==> config.mk <==
export PLATFORM = sky130hd
export DESIGN_NAME = mem_arbiter
export DESIGN_NICKNAME = d
export VERILOG_FILES = /design/src/rtl/mem_arbiter.sv
export SDC_FILE = /design/constraint.sdc
export NUM_CORES = 1
export LEC_CHECK = 0
export ABC_AREA = 0
export CORE_AREA = 2 2 534 536
export DETAILED_ROUTE_END_ITERATION = 6
export DIE_AREA = 0 0 536 538
export GPL_TIMING_DRIVEN = 0
export PLACE_DENSITY_LB_ADDON = 0.25
export SYNTH_ARGS = -nofsm -noshare
export SYNTH_HDL_FRONTEND = slang
export SYNTH_SLANG_ARGS = --single-unit
==> constraint.sdc <==
create_clock -name clk -period 1.6 [get_ports clk]
set_input_delay 0.16 -clock clk [delete_from_list [all_inputs] [get_ports clk]]
set_output_delay 0.16 -clock clk [all_outputs]
set_load 0.02 [all_outputs]
==> src/rtl/mem_arbiter.sv <==
// ---------------------------------------------------------------------------
// mem_arbiter
//
// Purpose: shares one line-wide memory port between NUM_PORTS requesters.
// One transaction is outstanding at a time.  A winner is picked in IDLE
// (fixed priority or round-robin).  Its address, write line and operation
// are captured, and the memory is driven only from those captured copies
// until pmem_resp.  Each completion is followed by one IDLE cycle.
//
// Ports:
//   clk, rst        - clock, synchronous active-high reset
//   port_read       - per-port line-read request
//   port_write      - per-port line-write request (wins over read)
//   port_addr       - per-port address, port i at [i*ADDR_WIDTH +: ADDR_WIDTH]
//   port_wdata      - per-port write line, packed the same way
//   port_resp       - per-port completion pulse (granted port only)
//   port_rdata      - pmem_rdata broadcast to every port
//   pmem_read       - memory read strobe
//   pmem_write      - memory write strobe
//   pmem_address    - memory address
//   pmem_wdata      - memory write line
//   pmem_rdata      - memory read line
//   pmem_resp       - memory completion
//   grant           - index of the granted port, valid while busy
//   busy            - a memory transaction is outstanding
// ---------------------------------------------------------------------------
module mem_arbiter #(
    parameter int NUM_PORTS  = 2,
    parameter int LINE_WIDTH = 256,
    parameter int ADDR_WIDTH = 32,
    parameter int RR_MODE    = 1
) (
    input  logic                            clk,
    input  logic                            rst,
    input  logic [NUM_PORTS-1:0]            port_read,
    input  logic [NUM_PORTS-1:0]            port_write,
    input  logic [NUM_PORTS*ADDR_WIDTH-1:0] port_addr,
    input  logic [NUM_PORTS*LINE_WIDTH-1:0] port_wdata,
    output logic [NUM_PORTS-1:0]            port_resp,
    output logic [LINE_WIDTH-1:0]           port_rdata,
    output logic                            pmem_read,
    output logic                            pmem_write,
    output logic [ADDR_WIDTH-1:0]           pmem_address,
    output logic [LINE_WIDTH-1:0]           pmem_wdata,
    input  logic [LINE_WIDTH-1:0]           pmem_rdata,
    input  logic                            pmem_resp,
    output logic [$clog2(NUM_PORTS)-1:0]    grant,
    output logic                            busy
);

    localparam int GW = $clog2(NUM_PORTS);

    typedef enum logic {
        IDLE = 1'b0,
        BUSY = 1'b1
    } state_t;

    state_t                 r_state;
    state_t                 w_nextState;

    logic [GW-1:0]          r_grant;
    logic [GW-1:0]          r_ptr;
    logic [ADDR_WIDTH-1:0]  r_addr;
    logic [LINE_WIDTH-1:0]  r_wdata;
    logic                   r_isWrite;

    logic [NUM_PORTS-1:0]   w_req;
    logic [NUM_PORTS-1:0]   w_hiMask;
    logic [NUM_PORTS-1:0]   w_hiReq;
    logic                   w_anyReq;
    logic [GW-1:0]          w_winner;
    logic                   w_capture;

    // Lowest set bit of a request vector; 0 when the vector is empty.
    function automatic logic [GW-1:0] lowestIndex(input logic [NUM_PORTS-1:0] v);
        logic [GW-1:0] idx;
        idx = '0;
        for (int i = NUM_PORTS - 1; i >= 0; i--) begin
            if (v[i]) idx = GW'(i);
        end
        return idx;
    endfunction

    assign w_req     = port_read | port_write;
    assign w_anyReq  = |w_req;
    assign w_capture = (r_state == IDLE) && w_anyReq;

    // Ports at or above the rotation pointer form the preferred group.
    always_comb begin
        w_hiMask = '0;
        for (int i = 0; i < NUM_PORTS; i++) begin
            w_hiMask[i] = (i >= int'(r_ptr));
        end
    end

    assign w_hiReq = w_req & w_hiMask;

    // Round-robin: lowest requester in the preferred group, otherwise the
    // search has wrapped and the lowest requester overall wins.
    always_comb begin
        if (RR_MODE == 0)
            w_winner = lowestIndex(w_req);
        else if (|w_hiReq)
            w_winner = lowestIndex(w_hiReq);
        else
            w_winner = lowestIndex(w_req);
    end

    // State register.
    always_ff @(posedge clk) begin
        if (rst)
            r_state <= IDLE;
        else
            r_state <= w_nextState;
    end

    // Next-state logic.  A pmem_resp in IDLE is ignored.
    always_comb begin
        w_nextState = r_state;
        case (r_state)
            IDLE:    if (w_anyReq)  w_nextState = BUSY;
            BUSY:    if (pmem_resp) w_nextState = IDLE;
            default: w_nextState = IDLE;
        endcase
    end

    // Request capture at grant time.  The rotation pointer advances past
    // the granted port only when its transaction completes.
    always_ff @(posedge clk) begin
        if (rst) begin
            r_grant   <= '0;
            r_ptr     <= '0;
            r_addr    <= '0;
            r_wdata   <= '0;
            r_isWrite <= 1'b0;
        end else if (w_capture) begin
            r_grant   <= w_winner;
            r_addr    <= port_addr[int'(w_winner)*ADDR_WIDTH +: ADDR_WIDTH];
            r_wdata   <= port_wdata[int'(w_winner)*LINE_WIDTH +: LINE_WIDTH];
            r_isWrite <= port_write[w_winner];
        end else if ((r_state == BUSY) && pmem_resp) begin
            r_ptr <= (r_grant == GW'(NUM_PORTS - 1)) ? '0 : r_grant + 1'b1;
        end
    end

    // Output logic.  The memory side sees only the captured copies, and is
    // held at zero outside a transaction.
    always_comb begin
        busy         = (r_state == BUSY);
        grant        = r_grant;
        pmem_read    = 1'b0;
        pmem_write   = 1'b0;
        pmem_address = '0;
        pmem_wdata   = '0;
        port_resp    = '0;
        if (r_state == BUSY) begin
            pmem_read          = ~r_isWrite;
            pmem_write         = r_isWrite;
            pmem_address       = r_addr;
            pmem_wdata         = r_wdata;
            port_resp[r_grant] = pmem_resp;
        end
    end

    assign port_rdata = pmem_rdata;

endmodule

==> out/results.txt, run 1 <==
The flow ran to the end, but the final reports show violations. The final reports fail on negative setup slack. The initial utilization of the core area, before any placement, comes to 6.25%. The required arrival time at the worst endpoint is 1.44 ns. The class of the most critical setup path is reg -> out.

The violation count after the first detailed-routing iteration was 1436; the die outline height was 538 um. The total power density per cell area is 761 mW/mm^2. TritonCTS built the clock tree. Setup repair after global routing could not meet its margin everywhere.

The post-placement worst setup slack is -2.46 ns, and the number of antenna violations at the first check in global routing is 151. Setup violations remaining at the end of the flow were counted as 585. The later pin in the worst-skew pair is clocked with a latency of 0.66 ns. The final hold violation count came out at 0. After clock tree synthesis, the clock-pin slew on the worst setup and hold paths is 0.06 ns. Global routing finished with a remaining overflow of 0. The maximum fanout encountered on the critical timing path is 6. The run gives 13.9% as the global routing usage summed across all routing layers. The number of global-route vias before repair was 24400. Dividing the detail-routed via count by the number of cells gives 3.33. For the number of sinks driven by the clock tree, the log shows 292. The share of synthesized flip-flops with an asynchronous set or reset was 0%. The number of cells on the worst reg-to-reg path is 12. During synthesis, Yosys emitted a total of 0 warnings. Yosys mapped a number of flops with a built-in enable equal to 0. The average instance in the mapped netlist occupies 7.69 sq um.

For this design the static power due to leakage is 14.5 nW. The startpoint identified for the worst hold timing path is port_wdata[420]. The routed layout has 24800 vias.

Post-route worst setup slack: -0.668 ns. The top cell type by total area after synthesis is dfxtp_1. The clock period minus final worst setup slack is 2.27 ns, and the number of synthesized register bits is 292. The run gives 2.11 ns as the critical path arrival. For the pin with the worst max-slew slack, the measured transition is 1.30 ns. The worst setup skew after layout was 0.0467 ns; the final routed DRC violation total was 0. The total number of H-tree levels is 2, and the relative slew slack is 13.5%. Traced cell by cell, the critical path runs through buf_12 -> clkbuf_16 -> buf_8 -> clkbuf_16 -> buf_12 -> and2_4 -> buf_8. The count of input and output buffers was 1131. Clock tree synthesis selected as its root buffer the cell clkbuf_16.

The die width came out at 536 um. The critical path starts at busy. The first TritonRoute pass finished after 5 iterations. The tools report the type of destination of the critical path as an output pin. Post-synthesis instance area: 0.0177 sq mm. The startpoint identified for the worst register-to-register timing path is busy. The area growth from synthesis to layout came out at 128%.

The setup TNS after final layout is -227.06 ns. Counting instances in the post-synthesis netlist gives the leading cell types as a21oi_1, dfxtp_1, and2_1, nand3_1, a311oi_1. Entering global routing, the biggest net connects 12 pins. The type of element launching the critical path is a register.

The die outline area is 0.288 sq mm, and the number of distinct library cell variants in the gate-level netlist after synthesis is 29. The max-capacitance violation count was 0. After layout, the design draws a total of 30.7 mW. The logs give 0.0403 sq mm for the finished layout cell area and 196 for the number of standard-cell rows in the floorplan.

In this design, the stage delay of the slowest critical-path cell is 0.40 ns. The number of buffers created by CTS was 46; the average detailed-routed wire length per instance was 29.0 um. For this run, the post-layout net count is 4444.

Total wire length after detailed routing: 215 mm. The sequential element share of the synthesized area was 33.0%. The clock passes through at most 3 buffers. The congestion estimate from routability-driven global placement came to 0.901. The final max-slew violation count was 0; the number of standard cells after synthesis was 2302.

The number of nets in the synthesized netlist is 3141. For this run, the leading register cell type out of synthesis is dfxtp_1. The first global-routing pass estimated 261 mm of wire. The cell count of the worst hold path is 3.

Dividing the final minimum period by the clock period gives 142%. Summed over all nets, the half-perimeter wirelength after detailed placement is 179 mm. For the maximum vdd ir drop, the log shows 0.648 mV.

Based on the critical path, the design can be clocked at up to 441 MHz. Yosys attributes the largest share of cell area to dfxtp_1, a311oi_1, buf_4. The largest individual stage delay along the critical path comes from the cell dfxtp_4.

1389 I/O pins were placed. The tightest min-delay check is of the in -> reg type. Of the post-synthesis cell area, the dominant cell type holds 33.0%. Of the cells placed in the final design, the portion with a size suffix greater than 1 is 36.1%. The core region is 0.283 sq mm.

Once placement finished, the instance area stood at 0.0337 sq mm. For the residual antenna-violating net count after detailed routing, the log shows 0.
[cell type report]
class / count / area, sq um
Antenna cell: 40 / 100
Buffer: 528 / 4060
Clock buffer: 66 / 1300
Clock inverter: 15 / 176
Fill cell: 32300 / 243000
Inverter: 1 / 7.51
Multi-Input combinational cell: 1466 / 10300
Sequential cell: 292 / 5850
Tap cell: 3762 / 4710
Timing Repair Buffer: 1270 / 13900
[where the power goes]
part / leakage (nW) / switching [mW] / total, mW / internal [mW]
clock: 0.715 / 4.52 / 10.6 / 6.08
sequential: 2.43 / 0.587 / 8.62 / 8.03
combinational: 11.4 / 5.77 / 11.5 / 5.69
total: 14.5 / 10.9 / 30.7 / 19.8
[placed cells by master, fill, tap and decap left out, types with 21 or more instances in the layout]
| cell type | n |
|---|---|
| diode_2 | 40 |
| clkbuf_2 | 64 |
| clkdlybuf4s50_1 | 838 |
| buf_8 | 59 |
| buf_6 | 282 |
| clkbuf_16 | 79 |
| a21oi_2 | 46 |
| nand3_1 | 270 |
| a311oi_2 | 31 |
| a21oi_1 | 226 |
| and2_1 | 36 |
| buf_12 | 50 |
| and2_4 | 253 |
| clkbuf_1 | 106 |
| buf_4 | 299 |
| a311oi_1 | 257 |
| o21ai_0 | 275 |
| buf_2 | 27 |
| dfxtp_1 | 290 |
| clkbuf_4 | 21 |
[what timing repair did]
action                                   CTS  global route
buffers inserted                          49            61
resized for setup                       1871          1150
gates cloned                              14            19
pin swaps                                 43            84
hold buffers                               4             0
hold endpoints to repair                   3             0
endpoints found under the setup margin   586           585
[cells by family after synthesis]
logic type / Yosys count / synth area share (%)
buf+inv: 544 / 17.2
simple gates: 592 / 18.8
flops: 292 / 33.0
compound gates: 874 / 30.9
[critical path: cells and delay by family (launching register included)]
family / cells / cell delay [ns]
DFF: 1 / 0.40
and+or+nand+nor: 1 / 0.14
buffers and inverters: 6 / 0.91
[state kept, by name (all words and copies together) (netlist names)]
name	cells
grant	1
r_ptr	1
busy	1
r_wdata	256
r_addr	32
r_isWrite	1
[per-stage QoR]
step | hold slack (ns) | std cells | utilization [%]
after global routing | 0.0366 | 7418 | 14.2
after detailed placement | 0.511 | 7196 | 11.9
final | 0.102 | 7440 | 14.2
after global placement | 0.503 | 7195 | 11.9
after CTS | 0.000991 | 7343 | 13.2
after floorplan | 0.259 | 2302 | -
[worst paths after layout]
check | slack [ns] | end
setup / recovery | -0.67 | pmem_wdata[193]
hold / removal | 0.10 | r_wdata[164]
setup reg to reg | -0.52 | r_wdata[41]
hold reg to reg | 0.50 | r_addr[4]
[metal layers]
layer / GRT usage [%] / vias up / part of all wire, %
li1: - / 10900 / -
met1: 15.1 / 12000 / 37
met2: 24.1 / 1384 / 49
met3: 6.20 / 372 / 11
met4: 4.01 / 110 / 3.5
met5: 0 / - / 0.33
No activity file was read; power rests on OpenSTA's default activity.
==> inputs of run 2 (changes only) <==
- CTS_CLUSTER_DIAMETER: not set -> 100
==> run 2 against run 1 <==
Net effect:
- the run still ends with negative setup slack left
- setup slack got worse by 0.022 ns
- sequential share of layout area increased by 0.45 points
- clock skew increased by 0.015 ns
- combinational power decreased by 6%
- register-to-register slack got worse by 0.14 ns
- global-route usage about the same
- first-iteration DRC count increased by 7.1%
- cell count about the same
- total power increased by 0.55%
- core utilization decreased by 0.43 points
- clock power increased by 8%
- critical endpoint unchanged
- highest routed layer unchanged
==> out/results.txt, run 2 (synthesized netlist as in run 1, its figures left out) <==
The run gives 0.0613 ns (+0.0146 ns) as the worst setup skew after layout. The core area came out at 0.283 sq mm (unchanged). The placer's final routability congestion estimate came out at 0.901 (unchanged). Number of antenna violations at the first check in global routing: 150 (-0.66%). The clock tree buffer depth is 3 (unchanged).

The setup path with the least slack is of type reg -> out. The tools report the number of sinks driven by the clock tree as 292 (unchanged). The largest registers in the layout are r_wdata (256), r_addr (32).

Count of nets after finishing: 4440 (-0.090%). The logs give 0 (unchanged) for the final hold violation count and 14.4% (+0.83 points) for the relative slew slack. The number of flip-flops under the largest register name works out to 256 (unchanged). The run gives 0 (unchanged) as the final max-slew violation count.

The logs give -2.46 ns (unchanged) for the post-placement worst setup slack and 584 (-0.17%) for the final count of negative-setup-slack endpoints. The final reports fail on negative setup slack. The critical path arrival was 2.13 ns (+0.02 ns); the total wire length after detailed routing was 213 mm (-1.3%). The delay of the slowest cell on the worst path came out at 0.39 ns (about the same). Most common library cell in the layout ignoring fill and taps: clkdlybuf4s50_1. For the die outline area, the log shows 0.288 sq mm (unchanged).

The tools report the number of primary I/O pins as 1389 (unchanged). The tools report the placed standard-cell area as 0.0337 sq mm (unchanged). The flip-flop and latch area was 0.00585 sq mm (unchanged). The run gives 24800 (+0.040%) as the total vias in the final route.

The tools report the initial cell density of the core as 6.25% (unchanged). Setup repair after global routing could not meet its margin everywhere. Cell chosen for the clock root: clkbuf_16. STA classifies the critical path startpoint as a register.

The area growth from synthesis to layout is 121%. The run gives 261 mm (about the same) as the wire length of the first global-routing pass. Average detailed-routed wire length per instance: 28.6 um (-1.3%). TritonCTS built the clock tree. Number of standard-cell rows in the floorplan: 196 (unchanged). The count of input and output buffers works out to 1131 (unchanged). The tools report the final-layout fill cell count as 32400 (+0.38%).

The residual antenna-violating net count after detailed routing was 0 (unchanged). Transition time of the tightest slew-check pin: 1.28 ns (-0.0125 ns). The slowest stage of the critical path belongs to the cell dfxtp_4.

Half-perimeter wire length after placement: 179 mm (unchanged). The fraction of final layout cells sized beyond drive strength 1 is 30.4% (-5.6 points), and the clock transition at the registers of the reported paths is 0.06 ns (about the same). The cell count after placement was 7196 (unchanged). The required arrival time at the worst endpoint is 1.44 ns (about the same). The run finished, with violations left.

The number of buffers created by CTS was 50 (+8.7%). Maximum number of pins on one net before global-route repair: 14 (+2). The signal on the critical path passes through buf_12 -> clkbuf_16 -> buf_8 -> clkbuf_16 -> buf_12 -> and2_4 -> buf_8. Die width: 536 um (unchanged). The finished layout cell area came out at 0.0391 sq mm (-3.0%). The maximum vdd ir drop is 0.838 mV (+29%), and the leakage dissipation is 14.0 nW (-3.3%). The final routed DRC violation total is 0 (unchanged).

The sum of overflow across all layers after global routing is 0 (unchanged), and the peak clock frequency supported by timing is 437 MHz (-0.97%). The maximum fanout encountered on the critical timing path came out at 6 (unchanged). The global routing usage summed across all routing layers is 13.8% (-0.017 points). The max-capacitance violation count came out at 0 (unchanged). The later-pin clock latency in the skew report came out at 0.68 ns (+0.02 ns). The path class of the tightest hold or removal check is in -> reg. The number of global-route vias before repair is 24500 (+0.37%), and the clock period minus final worst setup slack is 2.29 ns (+0.0222 ns).

The worst setup path is captured at an output pin. The post-route worst setup slack is -0.690 ns (-0.0222 ns), and the total power density per cell area is 788 mW/mm^2 (+3.7%). The share of the clock period used by the worst path works out to 143% (+1.4 points). For the total number of H-tree levels, the log shows 2 (unchanged). The combined area of the multi-input logic cells came out at 0.00956 sq mm (-6.8%). For the detailed-router iteration count before antenna repair, the log shows 5 (unchanged).

Register name with the most flops: r_wdata. The library cells used most frequently in the layout, excluding fill and tap cells, are clkdlybuf4s50_1, buf_4, dfxtp_1. The post-route non-filler standard cell count was 7444 (+0.054%); the number of vias per cell was 3.33 (about the same).

The violation count after the first detailed-routing iteration came out at 1538 (+7.1%). The die outline height works out to 538 um (unchanged).
run 2: worst paths after layout:
check	startpoint	end	slack (ns)	cells after the start
worst min register to register	r_wdata[225]	r_wdata[225]	0.51	2
worst max-delay path	busy	pmem_wdata[193]	-0.69	7
worst min-delay path	port_wdata[166]	r_wdata[166]	0.08	3
worst max register to register	busy	r_wdata[253]	-0.66	7
run 2: cell type report:
cell class / instances / area share (%)
timing repair buffer: 1258 / 34.3
multi-input combinational: 1466 / 24.4
sequential: 292 / 15.0
tap: 3762 / 12.0
buffer: 532 / 9.82
clock buffer: 73 / 3.68
clock inverter: 18 / 0.556
antenna: 42 / 0.269
inverter: 1 / 0.0192
run 2: critical path, delay by kind of cell, from the launching register on:
family / cells / cell delay [ns]
simple gates: 1 / 0.15
flops: 1 / 0.39
buf+inv: 6 / 0.90
run 2: metrics by stage:
| step | setup TNS [ns] | power [mW] | hold slack (ns) | util [%] |
|---|---|---|---|---|
| after floorplan | 0 | 12.5 | 0.259 | - |
| after global placement | -1145.65 | 18.1 | 0.503 | 11.9 |
| after detailed placement | -877.93 | 18.1 | 0.511 | 11.9 |
| after CTS | -355.10 | 30.9 | 0.000460 | 13.3 |
| after global routing | -324.20 | 32.2 | 0.0358 | 13.8 |
| final | -266.33 | 30.8 | 0.0837 | 13.8 |
run 2: power by group:
group,internal [mW],switching [mW]
Clock,6.74,4.72
Combinational,5.26,5.56
Sequential,8.03,0.541
run 2: what timing repair did:
item	in CTS	in global routing
pin swaps	44	43
cloned	14	8
buffers inserted	49	39
setup endpoints to repair	586	585
hold buffers	20	1
hold endpoints to repair	18	1
resized for setup	1925	634
run 2: per-layer routing:
metal / wire (um) / track usage [%] / up-vias
li1: - / - / 10900
met3: 23200 / 5.91 / 349
met5: 628 / 0 / -
met1: 78700 / 15.2 / 12000
met4: 7090 / 4.22 / 98
met2: 103000 / 24.0 / 1428
